<file path="config.mk">
export PLATFORM = sky130hd
export DESIGN_NAME = id_decode_stage
export DESIGN_NICKNAME = d
export VERILOG_FILES = /design/src/rtl/id_decode_stage_pkg.sv /design/src/rtl/id_decode_stage_instr_decoder.sv /design/src/rtl/id_decode_stage.sv
export SDC_FILE = /design/constraint.sdc
export NUM_CORES = 1
export LEC_CHECK = 0
export BUFFER_PORTS_ARGS = -buffer_cell sky130_fd_sc_hd__buf_2
export CAP_MARGIN = 20
export CORE_MARGIN = 2
export CORE_UTILIZATION = 32
export CTS_CLUSTER_DIAMETER = 50
export CTS_CLUSTER_SIZE = 30
export DETAILED_ROUTE_END_ITERATION = 12
export GPL_TIMING_DRIVEN = 0
export PLACE_DENSITY = 0.6
export SLEW_MARGIN = 20
export SYNTH_ARGS = -nofsm -noshare
export SYNTH_HDL_FRONTEND = slang
export SYNTH_SLANG_ARGS = --single-unit
</file>
<file path="constraint.sdc">
create_clock -name clk -period 3.75 [get_ports clk]
set_clock_uncertainty 0.2 [all_clocks]
set_input_delay 0 -clock clk [delete_from_list [all_inputs] [get_ports clk]]
set_output_delay 0 -clock clk [all_outputs]
set_load 0.005 [all_outputs]
</file>
<file path="src/rtl/id_decode_stage_pkg.sv">
// Shared decode header: instruction-bus ordering, width and MIPS
// opcode/funct/REGIMM-rt encodings used by every pipeline stage.
package id_decode_stage_pkg;

  // Bit positions on the one-hot instruction bus (the ALU relies on this order).
  typedef enum logic [5:0] {
    I_ADD, I_ADDU, I_ADDI, I_ADDIU, I_SUB, I_SUBU,
    I_LW, I_LWL, I_LWR, I_LB, I_LBU, I_LH, I_LHU, I_SW, I_SWL, I_SWR, I_SB, I_SH,
    I_AND, I_OR, I_XOR, I_NOR, I_ANDI, I_ORI, I_XORI, I_LUI,
    I_SLL, I_SRL, I_SRA, I_SLLV, I_SRLV, I_SRAV,
    I_SLT, I_SLTU, I_SLTI, I_SLTIU,
    I_JAL, I_JALR, I_BLTZAL, I_BGEZAL,
    I_J, I_JR, I_BEQ, I_BNE, I_BLEZ, I_BGTZ, I_BLTZ, I_BGEZ
  } instr_idx_e;

  localparam int INSTRBUS_WIDTH = 48;

  // Primary opcodes
  localparam logic [5:0] OP_SPECIAL = 6'h00;
  localparam logic [5:0] OP_REGIMM  = 6'h01;
  localparam logic [5:0] OP_J       = 6'h02;
  localparam logic [5:0] OP_JAL     = 6'h03;
  localparam logic [5:0] OP_BEQ     = 6'h04;
  localparam logic [5:0] OP_BNE     = 6'h05;
  localparam logic [5:0] OP_BLEZ    = 6'h06;
  localparam logic [5:0] OP_BGTZ    = 6'h07;
  localparam logic [5:0] OP_ADDI    = 6'h08;
  localparam logic [5:0] OP_ADDIU   = 6'h09;
  localparam logic [5:0] OP_SLTI    = 6'h0A;
  localparam logic [5:0] OP_SLTIU   = 6'h0B;
  localparam logic [5:0] OP_ANDI    = 6'h0C;
  localparam logic [5:0] OP_ORI     = 6'h0D;
  localparam logic [5:0] OP_XORI    = 6'h0E;
  localparam logic [5:0] OP_LUI     = 6'h0F;
  localparam logic [5:0] OP_LB      = 6'h20;
  localparam logic [5:0] OP_LH      = 6'h21;
  localparam logic [5:0] OP_LWL     = 6'h22;
  localparam logic [5:0] OP_LW      = 6'h23;
  localparam logic [5:0] OP_LBU     = 6'h24;
  localparam logic [5:0] OP_LHU     = 6'h25;
  localparam logic [5:0] OP_LWR     = 6'h26;
  localparam logic [5:0] OP_SB      = 6'h28;
  localparam logic [5:0] OP_SH      = 6'h29;
  localparam logic [5:0] OP_SWL     = 6'h2A;
  localparam logic [5:0] OP_SW      = 6'h2B;
  localparam logic [5:0] OP_SWR     = 6'h2E;

  // SPECIAL funct codes
  localparam logic [5:0] FN_SLL  = 6'h00;
  localparam logic [5:0] FN_SRL  = 6'h02;
  localparam logic [5:0] FN_SRA  = 6'h03;
  localparam logic [5:0] FN_SLLV = 6'h04;
  localparam logic [5:0] FN_SRLV = 6'h06;
  localparam logic [5:0] FN_SRAV = 6'h07;
  localparam logic [5:0] FN_JR   = 6'h08;
  localparam logic [5:0] FN_JALR = 6'h09;
  localparam logic [5:0] FN_ADD  = 6'h20;
  localparam logic [5:0] FN_ADDU = 6'h21;
  localparam logic [5:0] FN_SUB  = 6'h22;
  localparam logic [5:0] FN_SUBU = 6'h23;
  localparam logic [5:0] FN_AND  = 6'h24;
  localparam logic [5:0] FN_OR   = 6'h25;
  localparam logic [5:0] FN_XOR  = 6'h26;
  localparam logic [5:0] FN_NOR  = 6'h27;
  localparam logic [5:0] FN_SLT  = 6'h2A;
  localparam logic [5:0] FN_SLTU = 6'h2B;

  // REGIMM rt selectors
  localparam logic [4:0] RT_BLTZ   = 5'h00;
  localparam logic [4:0] RT_BGEZ   = 5'h01;
  localparam logic [4:0] RT_BLTZAL = 5'h10;
  localparam logic [4:0] RT_BGEZAL = 5'h11;

  // One decoded pipeline entry as held by the skid and output registers.
  typedef struct packed {
    logic [INSTRBUS_WIDTH-1:0] instr_bus;
    logic                      ri;
    logic [15:0]               imm16;
    logic [4:0]                shamt;
    logic [4:0]                rs;
    logic [4:0]                rt;
    logic [4:0]                rd;
    logic [31:0]               pc;
  } dec_entry_t;

  // Build the one-hot bus value for a given instruction index.
  function automatic logic [INSTRBUS_WIDTH-1:0] onehot(input instr_idx_e idx);
    logic [INSTRBUS_WIDTH-1:0] v;
    v      = '0;
    v[idx] = 1'b1;
    return v;
  endfunction

endpackage

</file>
<file path="src/rtl/id_decode_stage_instr_decoder.sv">
// Pure combinational MIPS word -> one-hot instruction bus + reserved flag.
// Fields not used for selection (e.g. rs on sll) are deliberately ignored.
module instr_decoder
  import id_decode_stage_pkg::*;
(
  input  logic [31:0]               instr,
  output logic [INSTRBUS_WIDTH-1:0] instr_bus,
  output logic                      ri
);

  logic [5:0] op_s;
  logic [5:0] funct_s;
  logic [4:0] rt_s;
  logic       hit_s;
  instr_idx_e idx_s;

  assign op_s    = instr[31:26];
  assign funct_s = instr[5:0];
  assign rt_s    = instr[20:16];

  // Select the instruction index; any unlisted encoding clears hit_s.
  always_comb begin
    hit_s = 1'b1;
    idx_s = I_SLL;
    case (op_s)
      OP_SPECIAL: begin
        case (funct_s)
          FN_SLL:  idx_s = I_SLL;
          FN_SRL:  idx_s = I_SRL;
          FN_SRA:  idx_s = I_SRA;
          FN_SLLV: idx_s = I_SLLV;
          FN_SRLV: idx_s = I_SRLV;
          FN_SRAV: idx_s = I_SRAV;
          FN_JR:   idx_s = I_JR;
          FN_JALR: idx_s = I_JALR;
          FN_ADD:  idx_s = I_ADD;
          FN_ADDU: idx_s = I_ADDU;
          FN_SUB:  idx_s = I_SUB;
          FN_SUBU: idx_s = I_SUBU;
          FN_AND:  idx_s = I_AND;
          FN_OR:   idx_s = I_OR;
          FN_XOR:  idx_s = I_XOR;
          FN_NOR:  idx_s = I_NOR;
          FN_SLT:  idx_s = I_SLT;
          FN_SLTU: idx_s = I_SLTU;
          default: hit_s = 1'b0;
        endcase
      end
      OP_REGIMM: begin
        case (rt_s)
          RT_BLTZ:   idx_s = I_BLTZ;
          RT_BGEZ:   idx_s = I_BGEZ;
          RT_BLTZAL: idx_s = I_BLTZAL;
          RT_BGEZAL: idx_s = I_BGEZAL;
          default:   hit_s = 1'b0;
        endcase
      end
      OP_J:     idx_s = I_J;
      OP_JAL:   idx_s = I_JAL;
      OP_BEQ:   idx_s = I_BEQ;
      OP_BNE:   idx_s = I_BNE;
      OP_BLEZ:  idx_s = I_BLEZ;
      OP_BGTZ:  idx_s = I_BGTZ;
      OP_ADDI:  idx_s = I_ADDI;
      OP_ADDIU: idx_s = I_ADDIU;
      OP_SLTI:  idx_s = I_SLTI;
      OP_SLTIU: idx_s = I_SLTIU;
      OP_ANDI:  idx_s = I_ANDI;
      OP_ORI:   idx_s = I_ORI;
      OP_XORI:  idx_s = I_XORI;
      OP_LUI:   idx_s = I_LUI;
      OP_LB:    idx_s = I_LB;
      OP_LH:    idx_s = I_LH;
      OP_LWL:   idx_s = I_LWL;
      OP_LW:    idx_s = I_LW;
      OP_LBU:   idx_s = I_LBU;
      OP_LHU:   idx_s = I_LHU;
      OP_LWR:   idx_s = I_LWR;
      OP_SB:    idx_s = I_SB;
      OP_SH:    idx_s = I_SH;
      OP_SWL:   idx_s = I_SWL;
      OP_SW:    idx_s = I_SW;
      OP_SWR:   idx_s = I_SWR;
      default:  hit_s = 1'b0;
    endcase
  end

  assign instr_bus = hit_s ? onehot(idx_s) : {INSTRBUS_WIDTH{1'b0}};
  assign ri        = ~hit_s;

endmodule

</file>
<file path="src/rtl/id_decode_stage.sv">
// Instruction-decode stage: decodes on the input side, then holds the result
// in an output register backed by a one-entry skid buffer so in_ready is a
// pure flop output, independent of out_ready.
module id_decode_stage
  import id_decode_stage_pkg::*;
#(
  parameter logic [31:0] RESET_PC = 32'hBFC0_0000
) (
  input  logic                      clk,
  input  logic                      resetn,
  input  logic                      flush,
  input  logic                      in_valid,
  output logic                      in_ready,
  input  logic [31:0]               in_instr,
  input  logic [31:0]               in_pc,
  output logic                      out_valid,
  input  logic                      out_ready,
  output logic [INSTRBUS_WIDTH-1:0] out_instr_bus,
  output logic [15:0]               out_imm16,
  output logic [4:0]                out_shamt,
  output logic [4:0]                out_rs,
  output logic [4:0]                out_rt,
  output logic [4:0]                out_rd,
  output logic [31:0]               out_pc,
  output logic                      out_ri
);

  localparam dec_entry_t RESET_ENTRY = '{
    instr_bus: {INSTRBUS_WIDTH{1'b0}},
    ri:        1'b0,
    imm16:     16'h0000,
    shamt:     5'd0,
    rs:        5'd0,
    rt:        5'd0,
    rd:        5'd0,
    pc:        RESET_PC
  };

  logic [INSTRBUS_WIDTH-1:0] dec_bus_s;
  logic                      dec_ri_s;
  dec_entry_t                in_entry_s;

  dec_entry_t out_q,  out_d;
  dec_entry_t skid_q, skid_d;
  logic       out_valid_q, out_valid_d;
  logic       skid_valid_q, skid_valid_d;
  logic       in_ready_q, in_ready_d;

  logic in_fire_s;
  logic out_load_s;

  instr_decoder u_instr_decoder (
    .instr     (in_instr),
    .instr_bus (dec_bus_s),
    .ri        (dec_ri_s)
  );

  // Pack the freshly decoded instruction into a pipeline entry.
  always_comb begin
    in_entry_s.instr_bus = dec_bus_s;
    in_entry_s.ri        = dec_ri_s;
    in_entry_s.imm16     = in_instr[15:0];
    in_entry_s.shamt     = in_instr[10:6];
    in_entry_s.rs        = in_instr[25:21];
    in_entry_s.rt        = in_instr[20:16];
    in_entry_s.rd        = in_instr[15:11];
    in_entry_s.pc        = in_pc;
  end

  // A flush-cycle input is never accepted; the output register may load
  // whenever it is empty or being drained this cycle.
  assign in_fire_s  = in_valid & in_ready_q & ~flush;
  assign out_load_s = ~out_valid_q | out_ready;

  // Next-state for the output register, skid buffer and in_ready.
  always_comb begin
    out_d        = out_q;
    skid_d       = skid_q;
    out_valid_d  = out_valid_q;
    skid_valid_d = skid_valid_q;
    if (flush) begin
      out_valid_d  = 1'b0;
      skid_valid_d = 1'b0;
    end else if (out_load_s) begin
      if (skid_valid_q) begin
        // Older skid entry goes first; in_ready was low so no input fires.
        out_d        = skid_q;
        out_valid_d  = 1'b1;
        skid_valid_d = 1'b0;
      end else if (in_fire_s) begin
        out_d        = in_entry_s;
        out_valid_d  = 1'b1;
      end else begin
        out_valid_d  = 1'b0;
      end
    end else if (in_fire_s) begin
      // Output is stalled: park the new entry in the skid buffer.
      skid_d       = in_entry_s;
      skid_valid_d = 1'b1;
    end else begin
      skid_valid_d = skid_valid_q;
    end
    in_ready_d = ~skid_valid_d;
  end

  // Pipeline state registers with asynchronous reset.
  always_ff @(posedge clk or negedge resetn) begin
    if (!resetn) begin
      out_q        <= RESET_ENTRY;
      skid_q       <= RESET_ENTRY;
      out_valid_q  <= 1'b0;
      skid_valid_q <= 1'b0;
      in_ready_q   <= 1'b1;
    end else begin
      out_q        <= out_d;
      skid_q       <= skid_d;
      out_valid_q  <= out_valid_d;
      skid_valid_q <= skid_valid_d;
      in_ready_q   <= in_ready_d;
    end
  end

  assign in_ready      = in_ready_q;
  assign out_valid     = out_valid_q;
  assign out_instr_bus = out_q.instr_bus;
  assign out_ri        = out_q.ri;
  assign out_imm16     = out_q.imm16;
  assign out_shamt     = out_q.shamt;
  assign out_rs        = out_q.rs;
  assign out_rt        = out_q.rt;
  assign out_rd        = out_q.rd;
  assign out_pc        = out_q.pc;

endmodule

</file>
Word-level counts from Yosys, hierarchy flattened
Cells that the tools add are included.
{"block": "totals", "output_inout_bits": 119, "rom_bits": 0, "inputBits": 69, "latchBits": 0, "register_bits": 237, "ram_bits": 0, "mem_count": 0}
{"block": "classes", "order_cmp": 2, "eq_ne": 47, "n_bitwise": 8, "mux": 18, "n_shift": 0, "mul": 0, "add_sub_neg": 0, "div": 0, "n_reduce_logical": 11}
{"op": "$mux 117", "count": 2}
{"op": "$pmux 6 s28", "count": 1}
{"op": "$eq 6x6->1 const B", "count": 22}
{"op": "$pmux 6 s17", "count": 1}
{"op": "$eq 6x4->1 const B", "count": 10}
{"op": "$mux 48", "count": 1}
{"op": "$eq 6x3->1 const B", "count": 7}
{"op": "$reduce_or 26->1", "count": 1}
{"op": "$eq 6x2->1 const B", "count": 4}
{"op": "$pmux 6 s4", "count": 1}
{"op": "$reduce_or 18->1", "count": 1}
{"op": "$logic_not 6->1", "count": 2}
{"op": "$eq 5x5->1 const B", "count": 2}
{"op": "$mux 1", "count": 10}
{"op": "$lt 6x7->1 const B", "count": 1}
{"op": "$demux 1 s6", "count": 1}
{"op": "$eq 6x1->1 const B", "count": 1}
{"op": "$ge 6x1->1 const B", "count": 1}
{"op": "$reduce_and 3->1", "count": 2}
{"op": "$eq 5x1->1 const B", "count": 1}
{"op": "$logic_not 5->1", "count": 1}
{"op": "$not 1->1", "count": 5}
{"op": "$reduce_bool 2->1", "count": 2}
{"op": "$reduce_or 4->1", "count": 1}
{"op": "4 further kinds", "count": 5}

Depth between registers and ports, before layout
{"block": "logic_depth", "depth_word": 10, "ltp_mapped": 8, "ltp_nobuf": 6}

Hierarchy
From an unflattened synthesis, not the netlist that was laid out.
{"block": "hier_totals", "hier_cells": 789, "area_unflattened_um2": 10690.3}
{"mod": "id_decode_stage", "n_inst": 1, "cells_each": 592, "area_per_inst_um2": 9444.1, "seq_area_each_um2": 5454.0}
{"mod": "instr_decoder", "n_inst": 1, "cells_each": 197, "area_per_inst_um2": 1246.2, "seq_area_each_um2": 0.0}

Worst setup path before layout
No wires, ideal clock.
{"block": "synth_timing", "path_type": "register -> register", "from": "register in_ready_q (netlist: in_ready)", "to": "register out_q, in the netlist out_pc[22]", "synth_period_minus_slack_ps": 1930, "t_required_ps": 3471, "setup_slack_ps": 1820, "stages_incl_launch_ff": 9, "n_path_buf": 3, "setup_time_ps": 79, "arrival_time_ps": 1651, "path_cell_list": "dfstp_2 a21oi_1 nor2_1 nand2_1 clkbuf_1 clkbuf_1 clkbuf_1 nand2_1 o21ai_0"}
{"block": "synth_between", "elab_chain_cells": 4}
{"item": "start, declared", "line_no": "id_decode_stage.sv:47", "text": "logic in_ready_q, in_ready_d;"}
{"item": "start signal, assigned", "line_no": "id_decode_stage.sv:119", "text": "in_ready_q <= in_ready_d;"}
{"item": "$and 1x1->1 (2 in series)", "line_no": "id_decode_stage.sv:72", "text": "assign in_fire_s = in_valid & in_ready_q & ~flush;"}
{"item": "$reduce_bool 2->1 (no source line)"}
{"item": "$reduce_and 3->1 (no source line)"}
{"item": "end signal, assigned", "line_no": "id_decode_stage.sv:115", "text": "out_q <= out_d;"}
{"item": "end, declared", "line_no": "id_decode_stage.sv:43", "text": "dec_entry_t out_q, out_d;"}
Every way passes these cells.
A chain may end at the register's enable or synchronous reset.

Worst setup path after layout
{"block": "layout_timing", "from": "register skid_valid_q", "to": "register out_q, in the netlist out_instr_bus[25]"}
{"block": "layout_between", "elab_chain_cells": 2}
{"item": "start, declared", "line_no": "id_decode_stage.sv:46", "text": "logic skid_valid_q, skid_valid_d;"}
{"item": "start signal, assigned", "line_no": "id_decode_stage.sv:118", "text": "skid_valid_q <= skid_valid_d;"}
{"item": "$reduce_bool 2->1 (no source line)"}
{"item": "$reduce_and 3->1 (no source line)"}
Parallel ways exist; a longest one is shown, timed or not.

==> impl_metrics.csv <==
group,metric,value,unit
status,status,"complete, no violations",
placed_design,portBuffers,186,
critical_path,r2r_start,"skid_valid_q$_DFF_PN0_",
sta,hold_viol_final,0,
yosys,synth_top_flop_cell,"dfrtp_1",
yosys,synth_seq_cells,217,
clocking,insertion_delay,0.52,ns
clocking,numCtsBuffers,24,
power_and_ir_drop,p_sw,0.00171,W
yosys,synth_edf_count,0,
yosys,yosysUniqueCellTypes,56,
yosys,synth_compound_area_share,13.9,%
yosys,synth_top_family_by_area,"simple AND/OR/NAND/NOR gates",
grt,met1_usage,24.6,%
critical_path,crit_end,"out_instr_bus[25]$_DFFE_PN0P_",
finish,final_core_util,42.7,%
finish,layout_common_cells,"333 x nand2_1, 198 x dfrtp_1, 192 x buf_2",
sta,setup_ws,0.778,ns
sta,relSlewSlack,40.6,%
sta,fin_crit_sh,79.3,%
placed_design,pre_cts_ws,0.650,ns
routing,routed_wl,30.7,mm
die,die_y,180,um
routing,dr.first_iter.drc_count,644,
finish,syn_to_final_growth,31.5,%
grt,grtUsageMet2,30.3,%
die,placementRows,64,
grt,antenna_found_initial,0,
yosys,yosys_warnings,0,
grt,grt_max_degree,98,
critical_path,r2r_end,"out_instr_bus[25]$_DFFE_PN0P_",
grt,grt_pass1_vias,8786,
sta,slew_viol_final,0,
grt,grt_pass1_wl,48.7,mm
yosys,synthArstFlopShare,100,%
sta,fmaxAchievable,0.336,GHz
grt,overflow,0,
clocking,cts-root-buf,"clkbuf_16",
critical_path,reg2reg_depth,8,
finish,mostFrequentLayoutCell,"nand2_1",
sta,grt_setup_unrepaired,"no",
routing,vias,8850,
grt,met3_usage,3.13,%
routing,antenna_left,0,
clocking,clock_sinks,217,
job,cap_violations,0,
critical_path,cpMostUsedCell,"clkbuf_1",
critical_path,worstSetupStartpointType,"flop",
critical_path,crit_path_end_kind,"flop",
die,dieArea,32500,sq um
critical_path,crit_required,3.99,ns
sta,setup_violations,0,
power_and_ir_drop,peakVddDrop,258,uV
yosys,syn_inst,1080,
finish,drive_above_1_share,20.5,%
critical_path,slowest_delay,0.71,ns
power_and_ir_drop,p_leak,6.05,nW
sta,worstMarginPinSlew,0.885,ns
power_and_ir_drop,combPwrFrac,13.8,%
grt,busiest_layer,"met2",
finish,final_net_count,1440,
routing,via_per_inst,4.96,
yosys,yosys.area_share.xor_xnor,0.264,%
yosys,synth_area,9940,sq um
yosys,syn-num-nets,1149,
critical_path,worstPathCellList,"a21oi_1, nor2_1, nand2_1, clkbuf_1, clkbuf_1, clkbuf_1, nand2_1, o21ai_0",
finish,fin_area,13100,sq um
yosys,synth_simple_gate_area_share,20.6,%
die,die_x,180,um
critical_path,slowest_stage,"clkbuf_1",
grt,grt_usage,18.4,%
die,ios,188,
power_and_ir_drop,clkPwrFrac,40.9,%
critical_path,criticalPathCategory,"flop to flop",
worst_hold_path,hold_path_class,"input port to flop",
power_and_ir_drop,power.density,471,nW/um^2
critical_path,cp_max_fo,10,
yosys,synthAdderAreaFrac,0,%
routing,drt_pass1_iterations,5,
power_and_ir_drop,seqPwrFrac,45.3,%
critical_path,worstPathArrival,3.21,ns
placed_design,dp_hpwl,21.2,mm
power_and_ir_drop,p_sw_share,27.8,%
yosys,muxShareOfSynthArea,5.95,%
placed_design,placed_area,11400,sq um
power_and_ir_drop,intPower,0.00445,W
clocking,cts_hold_buf,77,
routing,drc_errors,0,
routing,wl_per_cell,17.2,um
die,start_util,32.5,%
yosys,synth.yosys.seq_area_share,54.9,%
clocking,cts_max_path_buffers,3,
finish,num_antenna_cells,0,
clocking,cts_tree,"yes",
clocking,cts_resized,0,
finish,fillers,2986,
yosys,synth.avg_cell_area,9.20,sq um
clocking,htreeDepth,1,
clocking,post_cts_buffers,0,
critical_path,startpoint,"skid_valid_q$_DFF_PN0_",
sta,period_minus_slack,2.97,ns
clocking,path_clk_slew,0.07,ns
critical_path,reg2reg_slack,0.78,ns
placed_design,place.gp.congestion,0.889,
die,placeableCoreArea,30600,sq um
==> layer usage <==
layer  vias up  wire length [um]
met1      4233             13500
met4         0              1020
met2       276             14400
met5         -                 0
li1       4276                 -
met3        65              1750
==> worst min path at each step <==
stage          slack, ns                       end  cells after the start          from
6_report            0.02    skid_q[17]$_DFFE_PN0P_                      4     in_pc[17]
5_1_grt             0.02    skid_q[16]$_DFFE_PN0P_                      4     in_pc[16]
4_1_cts            0.005    skid_q[67]$_DFFE_PN0P_                      4  in_instr[15]
3_5_place_dp       -0.33    skid_q[15]$_DFFE_PN0P_                      1        resetn
3_3_place_gp       0.005    skid_q[22]$_DFFE_PN1P_                      3     in_pc[22]
2_1_floorplan      -0.50  out_imm16[0]$_DFFE_PN0P_                      0        resetn
==> cells in the mapped netlist, types with 5 or more instances <==
master    count  area (sq um)
o21ai_0     107           536
and3_1        9          56.3
nand3_1      31           155
o31ai_1      28           210
nor2_1       18          67.6
dfrtp_1     198          4950
nand2_1     333          1250
a21oi_1      45           225
or3_1         6          37.5
a31oi_1       6          37.5
inv_1         7          26.3
nor3_1       24           120
o211ai_1     14           105
buf_1         5          18.8
buf_4        14           105
nor2b_1       8          50.1
buf_2         7          35.0
o21ai_1      14          70.1
nand2b_1     11          68.8
clkbuf_1     64           240
dfstp_2      19           499
mux2i_1      58           581
==> metrics by stage <==
stage	instances	setup TNS (ns)	power (W)	hold WS (ns)
4_1_cts	1785	0	0.00623	0.00517
6_report	1785	0	0.00616	0.0184
2_1_floorplan	1080	0	0.00323	-0.496
3_5_place_dp	1664	0	0.00363	-0.330
5_1_grt	1785	0	0.00647	0.0205
3_3_place_gp	1662	-274.30	0.00359	0.00499
==> registers in the layout, indices dropped and copies added, names as in the netlist <==
name and flops:
skid_q 107, out_instr_bus 48, out_valid 1, out_ri 1, skid_valid_q 1, out_pc 32, out_rt 5, out_rs 5
out_imm16 16, in_ready 1
==> cell type report <==
type	instances	area, sq um	area share, %
Buffer	91	410	3.14
Clock buffer	27	643	4.92
Clock inverter	17	214	1.64
Inverter	7	26.3	0.201
Multi-Input combinational cell	765	4050	31.0
Sequential cell	217	5450	41.7
Tap cell	396	495	3.79
Timing Repair Buffer	265	1780	13.6
==> worst max-delay path: cells and delay by family, from the launching register on <==
kind,cells,cell delay (ns)
DFF,1,0.38
buffers and inverters,3,1.68
AOI/OAI and AO/OA,2,0.29
and+or+nand+nor,3,0.35
==> power by group through the flow <==
stage | sequential [W] | clock (W) | combinational, W
after detailed placement | 0.00283 | 0 | 0.000792
after global routing | 0.00283 | 0.00268 | 0.000959
after floorplan | 0.00282 | 0 | 0.000406
after global placement | 0.00282 | 0 | 0.000770
final | 0.00279 | 0.00252 | 0.000850
after CTS | 0.00279 | 0.00258 | 0.000860
==> cells by family after synthesis <==
kind of cell           after synthesis
multiplexers                        59
buffers and inverters               98
AO/OA/AOI/OAI                      235
AND/OR/NAND/NOR                    468
flip-flops                         217
XOR/XNOR                             3
Power figures use the tool's default switching activity.
